**src/rtl/cam_arbiter.sv**
```systemverilog
// Two-requester round-robin arbiter serialising read/write commands onto a single CAM port.
// Latency: write 3 cycles sample-to-done; read 3+k cycles (k = WAIT cycles until response, capped at TIMEOUT).
// Backpressure: one transaction in flight; requests are sampled only in IDLE, the other requester waits.
//
// Ports:
//   clk, reset_n              clock, asynchronous active-low reset
//   req[1:0], rw_n[1:0]       per-requester request and operation (1 = read, 0 = write)
//   key, wdata                per-requester key / write value, requester i at [i*W +: W]
//   gnt[1:0], done[1:0]       one-hot grant (whole transaction), one-hot completion pulse
//   rdata, err                read result and timeout flag, valid while done is high
//   busy                      high whenever a transaction is in progress
//   cam_valid_i, cam_rw_n,
//   cam_key, cam_val_i        CAM command strobe and fields
//   cam_valid_o, cam_val_o    CAM read response (hit)
module cam_arbiter #(
    parameter int KEY_W   = 16,
    parameter int VAL_W   = 16,
    parameter int TIMEOUT = 8
) (
    input  logic                 clk,
    input  logic                 reset_n,
    input  logic [1:0]           req,
    input  logic [1:0]           rw_n,
    input  logic [2*KEY_W-1:0]   key,
    input  logic [2*VAL_W-1:0]   wdata,
    output logic [1:0]           gnt,
    output logic [1:0]           done,
    output logic [VAL_W-1:0]     rdata,
    output logic                 err,
    output logic                 busy,
    output logic                 cam_rw_n,
    output logic                 cam_valid_i,
    output logic [KEY_W-1:0]     cam_key,
    output logic [VAL_W-1:0]     cam_val_i,
    input  logic                 cam_valid_o,
    input  logic [VAL_W-1:0]     cam_val_o
);

    typedef enum logic [1:0] {
        S_IDLE  = 2'd0,
        S_ISSUE = 2'd1,
        S_WAIT  = 2'd2,
        S_DONE  = 2'd3
    } state_t;

    // Counter value seen during the last permitted WAIT cycle.
    localparam logic [7:0] CNT_LAST = 8'(TIMEOUT - 1);

    state_t             state_q, state_d;
    logic [1:0]         gnt_q, gnt_d;
    logic               last_q, last_d;     // index of the requester granted most recently
    logic               rw_q, rw_d;
    logic [KEY_W-1:0]   key_q, key_d;
    logic [VAL_W-1:0]   wdata_q, wdata_d;
    logic [7:0]         cnt_q, cnt_d;
    logic [VAL_W-1:0]   rdata_q, rdata_d;
    logic               err_q, err_d;

    logic               sel;
    logic               wait_hit;
    logic               wait_expire;

    // On a tie the requester that did not win last time goes first.
    assign sel         = (req == 2'b11) ? ~last_q : req[1];
    assign wait_hit    = cam_valid_o;
    assign wait_expire = (cnt_q == CNT_LAST);

    // ------------------------------------------------------------------
    // State and datapath registers
    // ------------------------------------------------------------------
    always_ff @(posedge clk or negedge reset_n) begin
        if (!reset_n) begin
            state_q <= S_IDLE;
            gnt_q   <= 2'b00;
            last_q  <= 1'b1;            // makes requester 0 win the first tie
            rw_q    <= 1'b0;
            key_q   <= '0;
            wdata_q <= '0;
            cnt_q   <= '0;
            rdata_q <= '0;
            err_q   <= 1'b0;
        end else begin
            state_q <= state_d;
            gnt_q   <= gnt_d;
            last_q  <= last_d;
            rw_q    <= rw_d;
            key_q   <= key_d;
            wdata_q <= wdata_d;
            cnt_q   <= cnt_d;
            rdata_q <= rdata_d;
            err_q   <= err_d;
        end
    end

    // ------------------------------------------------------------------
    // Next-state logic
    // ------------------------------------------------------------------
    always_comb begin
        state_d = state_q;
        case (state_q)
            S_IDLE: begin
                if (|req) begin
                    state_d = S_ISSUE;
                end
            end
            S_ISSUE: begin
                state_d = rw_q ? S_WAIT : S_DONE;
            end
            S_WAIT: begin
                // A response arriving on the final WAIT cycle still counts as a hit.
                if (wait_hit || wait_expire) begin
                    state_d = S_DONE;
                end
            end
            S_DONE: begin
                state_d = S_IDLE;
            end
            default: begin
                state_d = S_IDLE;
            end
        endcase
    end

    // ------------------------------------------------------------------
    // Datapath updates
    // ------------------------------------------------------------------
    always_comb begin
        gnt_d   = gnt_q;
        last_d  = last_q;
        rw_d    = rw_q;
        key_d   = key_q;
        wdata_d = wdata_q;
        cnt_d   = cnt_q;
        rdata_d = rdata_q;
        err_d   = err_q;
        case (state_q)
            S_IDLE: begin
                if (|req) begin
                    gnt_d   = sel ? 2'b10 : 2'b01;
                    last_d  = sel;
                    rw_d    = sel ? rw_n[1] : rw_n[0];
                    key_d   = sel ? key[2*KEY_W-1:KEY_W]   : key[KEY_W-1:0];
                    wdata_d = sel ? wdata[2*VAL_W-1:VAL_W] : wdata[VAL_W-1:0];
                end
            end
            S_ISSUE: begin
                cnt_d = '0;
                if (!rw_q) begin
                    rdata_d = '0;
                    err_d   = 1'b0;
                end
            end
            S_WAIT: begin
                if (wait_hit) begin
                    rdata_d = cam_val_o;
                    err_d   = 1'b0;
                end else if (wait_expire) begin
                    rdata_d = '0;
                    err_d   = 1'b1;
                end else begin
                    cnt_d = cnt_q + 8'd1;
                end
            end
            S_DONE: begin
                // Result is only meaningful alongside done; clear it on the way out.
                gnt_d   = 2'b00;
                rdata_d = '0;
                err_d   = 1'b0;
            end
            default: begin
                gnt_d = 2'b00;
            end
        endcase
    end

    // ------------------------------------------------------------------
    // Outputs
    // ------------------------------------------------------------------
    always_comb begin
        gnt         = gnt_q;
        done        = (state_q == S_DONE) ? gnt_q : 2'b00;
        busy        = (state_q != S_IDLE);
        cam_valid_i = (state_q == S_ISSUE);
        cam_rw_n    = rw_q;
        cam_key     = key_q;
        cam_val_i   = wdata_q;
        rdata       = rdata_q;
        err         = err_q;
    end

endmodule

```
**config.mk**
```make
export PLATFORM = sky130hd
export DESIGN_NAME = cam_arbiter
export DESIGN_NICKNAME = d
export VERILOG_FILES = /design/src/rtl/cam_arbiter.sv
export SDC_FILE = /design/constraint.sdc
export NUM_CORES = 1
export LEC_CHECK = 0
export BUFFER_PORTS_ARGS = -buffer_cell sky130_fd_sc_hd__buf_2
export CORE_ASPECT_RATIO = 1.5
export CORE_MARGIN = 4
export CORE_UTILIZATION = 44
export CTS_BUF_LIST = sky130_fd_sc_hd__clkbuf_8
export DETAILED_ROUTE_END_ITERATION = 10
export GPL_ROUTABILITY_DRIVEN = 0
export HOLD_SLACK_MARGIN = 0.02
export PLACE_DENSITY = 0.83
export SYNTH_ARGS = -nofsm -noshare
export SYNTH_HDL_FRONTEND = slang
export SYNTH_SLANG_ARGS = --single-unit
```
**constraint.sdc**
```tcl
create_clock -name clk -period 2.3 [get_ports clk]
set_input_delay 0.23 -clock clk [delete_from_list [all_inputs] [get_ports clk]]
set_output_delay 0.23 -clock clk [all_outputs]
set_load 0.02 [all_outputs]
```
; ---- After elaboration in Yosys (flattened, before gate mapping)
; Index checks and enable logic that the tools add are counted.
[word_totals]
wordCells = 57
latchBits = 0
register_bits = 63
mem_count = 0
rom_bits = 0
out_inout_bits = 56
mem_bits_rw = 0
[op_classes]
reduce_logical = 12
bitwise = 1
n_mul = 0
add_sub_neg = 1
n_shift = 0
n_eq_ne = 11
mux = 23
n_div = 0
n_lt_le_gt_ge = 0
[op_table]
columns = operator, n
row1 = 2-to-1 mux 16 bit, 5
row2 = one-hot mux 16 bit (3 select lines), 1
row3 = 2-to-1 mux 8 bit, 2
row4 = one-hot mux 8 bit (2 select lines), 1
row5 = 2-to-1 mux 2 bit, 5
row6 = "inequality test 2 bit, second input constant", 5
row7 = "adder 8 x 1 -> 8 bit, second input constant", 1
row8 = "== test 8 x 3 -> 1 bit, second input constant", 1
row9 = one-hot mux 2 bit (4 select lines), 1
row10 = "== test 2 bit, second input constant", 3
row11 = 2-to-1 mux 1 bit, 6
row12 = AND reduction 2 bit, 3
row13 = AND reduction 3 bit, 2
row14 = nonzero test 2 bit, 3
row15 = one-hot mux 2 bit (2 select lines), 1
row16 = "inequality test 3 bit, second input constant", 1
row17 = one-hot mux 1 bit (3 select lines), 1
row18 = nonzero test 3 bit, 1
row19 = "== test 2 x 1 -> 1 bit, second input constant", 1
row20 = logical NOT 2 bit, 1
row21 = OR reduction 2 bit, 1
row22 = logical OR 1 bit, 1
row23 = inverter 1 bit, 1

; ---- Logic depth before layout (Yosys ltp)
; Gate-level depths: netlist (run 1).
[depth]
ltp_word = 5
mapped_depth = 8

; ---- Worst setup path before layout (run 1)
; No wires, ideal clock.
[synth_path]
path_type = register -> register
startpoint = register cnt_q[3]
endpoint = register err_q, in the netlist err
slack_ns = 0.074
t_required_ns = 2.175
setup_time_ns = 0.125
t_arrival_ns = 2.101
path_buffers = 2
stages_incl_launch_ff = 7
cell_sequence = dfrtp_1 or4_1 o31a_1 a211o_1 buf_6 buf_6 mux2_4
[synth_between]
elab_chain_len = 3
[synth_rtl]
columns = element, line_no
row1 = start: declaration, 55  ; logic [7:0] cnt_q, cnt_d;
row2 = start signal: assignment, 89  ; cnt_q <= cnt_d;
row3 = == test 8 x 3 -> 1 bit, 66  ; assign wait_expire = (cnt_q == CNT_LAST);
row4 = inequality test 3 bit (no line), --
row5 = AND reduction 3 bit (no line), --
row6 = end signal: assignment, 91  ; err_q <= err_d;
row7 = end: declaration, 57  ; logic err_q, err_d;
; Every way passes these cells.
; A chain may end at the register's enable or synchronous reset.

; ---- Worst setup path in the final report (run 1)
[layout_path]
startpoint = register cnt_q[4]
endpoint = register rdata_q[9], in the netlist rdata[9]
[layout_between]
elab_chain_len = 3
[layout_rtl]
columns = element, line_no
row1 = == test 8 x 3 -> 1 bit, 66
row2 = inequality test 3 bit (no line), --
row3 = AND reduction 3 bit (no line), --
row4 = end signal: assignment, 90  ; rdata_q <= rdata_d;
row5 = end: declaration, 56  ; logic [VAL_W-1:0] rdata_q, rdata_d;
; Every way passes these cells.

==> results.ini, run 1 <==
[setup_path]
path_delay_family=compound AO/OA/AOI/OAI gates
path_buf_inv=1
startpoint_type=register
cp_num_cells=5
end_kind=register
cpPeakStageDelay_ns=0.53
slowest_stage=or4_1
crit_type=register to register
ff2ff_path_depth=5
cp.required_ns=2.53
crit_fanout=17
cp.arrival_ns=2.38
crit_chain=or4_1 -> o31a_1 -> a211o_1 -> buf_12 -> mux2_4

[power_and_ir_drop]
p_sw_mw=2.28
seqPwrFrac_pct=32.3
pwr-share-comb_pct=48.2
power_mw=5.57
clock_power_share_pct=19.5
pwr_density_cell_nw_per_um2=1330
p_int_mw=3.29
vdd_drop_max_mv=0.724
p_sw_share_pct=40.9
p_leak_nw=2.31

[routing]
viasPerCell=5.12
wirelength_microns=7470
firstDrtPassIters=4
via_count=2673
drt_iter0_markers=132
post_drt_wl_per_cell_microns=14.3
drtAntennaViolNets=0
post-route-drc-count=0

[final_layout]
area_growth_syn_to_layout_pct=35.4
fin_nets=532
fin_area_sq_um=4190
stdcell_count=522
fillers=556
fin_util_pct=61.2
layout_common_cells=buf_2 (142), dfrtp_1 (62), nand2_1 (47)
layout_commonest_cell=buf_2
drive_gt1_share_pct=43.7
antenna_cells=0

[timing]
slew_headroom_pct=47.8
finalClockSkew_ns=0.0134
layout_setup_ws_ns=0.148
finalCriticalPeriod_ns=2.15
setup_tns_ns=0
grt_setup_unrepaired=false
finalHoldViolCount=0
worstMarginPinSlew_ns=0.783
hold_slack_ns=0.0530
period_share_pct=93.6
drv_slew=0
max_freq_mhz=465
setup_viol=0

[worst_hold_path]
hp-class=input pin to asynchronous set/reset pin

[cts]
numCtsBuffers=9
clock-sinks=63
cts-resized-gates=0
clock_latency_ns=0.35
ctsHoldBuffers=0
h-tree-depth=3
clk_path_buf_depth=2
post_cts_buffers=0
clkTransAtPathRegs_ns=0.07
root_buffer=clkbuf_8
cts_tree=built

[floorplan]
dieHeight_microns=111
rows=37
start_util_pct=45.2
dieArea_sq_um=8470
die_width_microns=76.5
pin_count=143
fp.coreArea_sq_um=6850

[outcome]
outcome=completed

[place]
preCtsSetupSlack_ns=0.117
dp.cells=505
port_buffers=142
place_area_sq_um=3960
hpwl_microns=5730

[synth]
yosysWarnings=0
synth_nets=385
syn-instance-count=292
seq_area_frac_synth_pct=51.0
syn_area_per_cell_sq_um=10.6
async_flop_share_pct=100
synth_ff_type=dfrtp_1
ys_ff_latch=63
synth_edf_count=0
syn_area_sq_um=3100
ys_types=35

[global_route]
grt_pass1_vias=2754
antenna_found_initial=0
grt_max_degree=64
grt_pass1_wl_microns=12700
gr-total-overflow=0
grtUsageTotal_pct=18.5

[run]
cap_violations=0

-- cell type report --
| class | instances | area, sq um | share of cell area [%] |
|---|---|---|---|
| multi-input combinational | 204 | 1430 | 34.1 |
| clock buffer | 10 | 138 | 3.28 |
| inverter | 6 | 22.5 | 0.537 |
| clock inverter | 6 | 92.6 | 2.21 |
| timing repair buffer | 155 | 833 | 19.9 |
| tap | 78 | 97.6 | 2.33 |
| sequential | 63 | 1580 | 37.6 |
-- Yosys cell counts, types with 3 or more instances --
cell type | number | area, sq um
dfrtp_1 | 62 | 1550
nand2_1 | 47 | 176
o21ai_0 | 37 | 185
mux2i_1 | 33 | 330
and3_1 | 18 | 113
clkbuf_1 | 17 | 63.8
mux2_4 | 10 | 150
mux2_2 | 8 | 90.1
nand3_1 | 7 | 35.0
ha_1 | 6 | 75.1
inv_1 | 6 | 22.5
nor2_1 | 6 | 22.5
a211o_1 | 3 | 26.3
a21oi_1 | 3 | 15.0
nor3_1 | 3 | 15.0
-- worst register-to-register path, cell delays in order (launching register included) --
cell	delay [ns]
dfrtp_1	0.39
or4_1	0.53
o31a_1	0.32
a211o_1	0.31
buf_12	0.17
mux2_4	0.30
-- path summary, 6_finish.rpt --
path                                    from             to  slack (ns)
worst max-delay path                cnt_q[4]       rdata[9]        0.15
worst max register to register      cnt_q[4]       rdata[9]        0.15
worst min register to register  cam_val_i[5]   cam_val_i[5]        0.48
worst min-delay path                 reset_n       rdata[0]        0.05
min in group clk                   wdata[11]  cam_val_i[11]        0.16
max in group asynchronous            reset_n       cnt_q[6]        1.74
-- routing by layer --
| metal | up-vias | wire, microns | GRT usage (%) |
|---|---|---|---|
| li1 | 1318 | - | - |
| met1 | 1218 | 2940 | 20.7 |
| met2 | 116 | 3710 | 31.5 |
| met3 | 21 | 610 | 5.45 |
| met4 | 0 | 201 | 9.79 |
| met5 | - | 0 | 0 |
-- sequential cells by signal (all words and copies together) (netlist names) --
name	count
cam_rw_n	1
state_q	2
cam_key	16
cnt_q	8
gnt	2
err	1
cam_val_i	16
rdata	16
last_q	1
-- cells by family (layout without fill, tap and decap cells) --
| logic type | Yosys count | count (layout) | synth area share, % |
|---|---|---|---|
| adders and majority gates | 6 | 6 | 2.43 |
| DFF | 63 | 63 | 51.0 |
| and+or+nand+nor | 93 | 93 | 14.5 |
| muxes | 51 | 51 | 18.4 |
| AOI/OAI and AO/OA | 54 | 54 | 10.2 |
| buffers and inverters | 25 | 177 | 3.52 |
-- power groups by stage --
| stage | Sequential (mW) | Clock (mW) | Combinational (mW) |
|---|---|---|---|
| 2_1_floorplan | 2.28 | 0 | 1.29 |
| 3_3_place_gp | 1.80 | 0 | 2.61 |
| 3_5_place_dp | 1.81 | 0 | 2.70 |
| 4_1_cts | 1.80 | 1.12 | 2.70 |
| 5_1_grt | 1.85 | 1.16 | 2.92 |
| 6_report | 1.80 | 1.09 | 2.68 |
(Power assumes the default switching activity.)
==> run 2, diff against run 1 <==
RECOVER_POWER = 50   (was unset)
==> run 2 against run 1 <==
The flow now finishes with violations (capacitance limit, slew limit). Register-to-register slack barely moved. Clock power about the same. Largest cell class unchanged. Worst hold slack gained 0.11 ns. Largest power group unchanged. Utilization is 0.55 points lower. Clock skew about the same. Critical endpoint unchanged. Combinational power decreased by 2%. Non-clock buffer count stayed put. Global-route usage unchanged. First-iteration DRC count is 2.3% higher. Final cell count is the same. Count of clock-buffer cells in the layout unchanged.
==> results.ini, run 2 (synthesized netlist as in run 1, its figures left out) <==
[timing]
slew_headroom_pct=-1.41
setup_tns_ns=0
period_share_pct=93.8
drv_slew=64
grt_setup_unrepaired=false
max_freq_mhz=464
finalClockSkew_ns=0.0135
setup_viol=0
finalHoldViolCount=0
finalCriticalPeriod_ns=2.16
worstMarginPinSlew_ns=1.52

[floorplan]
rows=37
dieHeight_microns=111
start_util_pct=45.2
fp.coreArea_sq_um=6850
die_width_microns=76.5
pin_count=143
dieArea_sq_um=8470

[setup_path]
critPathLaunch=cnt_q[4]
crit_fanout=17
ff2ff_path_depth=5
cp.required_ns=2.53
crit_type=register to register
critical_path.reg2reg.startpoint=cnt_q[4]
startpoint_type=register
cp.arrival_ns=2.38
r2r-end=rdata[9]
end_kind=register
rrSetupSlack_ns=0.14

[worst_hold_path]
worstHoldPathCells=3
hp-class=input pin to register
min_to=cam_val_i[11]
hold_start=wdata[11]

[power_and_ir_drop]
p_leak_nw=2.20
p_sw_share_pct=41.4
pwr_density_cell_nw_per_um2=1330
vdd_drop_max_mv=0.703
p_sw_mw=2.29
clock_power_share_pct=19.7
p_int_mw=3.24
seqPwrFrac_pct=32.7
pwr-share-comb_pct=47.5

[cts]
clock_latency_ns=0.35
clk_path_buf_depth=2
clkTransAtPathRegs_ns=0.08
clock-sinks=63
cts_tree=built
cts-resized-gates=0
ctsHoldBuffers=0
numCtsBuffers=9
root_buffer=clkbuf_8
h-tree-depth=3

[routing]
wirelength_microns=7530
firstDrtPassIters=4
post_drt_wl_per_cell_microns=14.4
viasPerCell=5.10
post-route-drc-count=0
via_count=2662
drtAntennaViolNets=0
drt_iter0_markers=135

[global_route]
grt_pass1_vias=2754
grtUsageTotal_pct=18.5
gr-total-overflow=0
antenna_found_initial=0
grt_max_degree=64
grt_pass1_wl_microns=12700

[place]
port_buffers=142
hpwl_microns=5730

[final_layout]
fillers=576
area_growth_syn_to_layout_pct=34.2
layout_commonest_cell=buf_2
drive_gt1_share_pct=37.4
fin_nets=532
layout_common_cells=buf_2 (114), dfrtp_1 (62), nand2_1 (47)
antenna_cells=0
fin_util_pct=60.6

[outcome]
outcome=finished, violations left
violations=capacitance limit, slew limit

[run]
cap_violations=1

run 2: changes by cell type in the layout (fill, tap and decap cells not counted), sizes merged:
cell    delta
clkbuf    +29
buf       -29
run 2: timing repair:
item | CTS | global route
setup buffers | 0 | 1
endpoints found under the hold margin | 0 | 0
setup endpoints to repair | 0 | 2
run 2: stage by stage:
stage                     hold WS, ns  setup WS (ns)  instances  cell area [sq um]  power [mW]
after floorplan               -0.0656         0.0740        292               3100        3.57
final                           0.158          0.144        522               4160        5.52
after detailed placement        0.449          0.117        505               3960        4.51
after CTS                      0.0607          0.100        521               4190        5.63
after global routing            0.172         0.0431        522               4160        5.88
after global placement          0.444          0.166        505               3960        4.41
run 2: power by group through the flow:
stage | registers (mW) | logic, mW | clock network, mW
after floorplan | 2.28 | 1.29 | 0
after global placement | 1.80 | 2.61 | 0
after detailed placement | 1.81 | 2.70 | 0
after CTS | 1.80 | 2.70 | 1.12
after global routing | 1.86 | 2.86 | 1.16
final | 1.81 | 2.63 | 1.09
run 2: per-layer routing:
layer / share of wire [%] / GRT usage, %
met1: 40 / 20.7
met2: 49 / 31.5
met3: 8.5 / 5.45
met4: 2.5 / 9.79
met5: 0 / 0
run 2: worst max path at each step:
| stage | end | slack (ns) |
|---|---|---|
| detailed placement | rdata[13] | 0.12 |
| finish | rdata[9] | 0.14 |
| global route | cnt_q[5] | 0.04 |
| CTS | rdata[9] | 0.1 |
| global placement | rdata[10] | 0.17 |
| floorplan | err | 0.07 |
run 2: area by class of cell:
class                           instances  area (sq um)  area share [%]
Sequential cell                        63          1580            38.0
Multi-Input combinational cell        204          1430            34.4
Timing Repair Buffer                  155           796            19.2
Clock buffer                           10           138            3.31
Tap cell                               78          97.6            2.35
Clock inverter                          6          92.6            2.23
Inverter                                6          22.5           0.542
run 2: critical path, cell delays in order, from the launching register on:
cell	delay (ns)
dfrtp_1	0.39
or4_1	0.54
o31a_1	0.32
a211o_1	0.31
buf_12	0.17
mux2_4	0.29
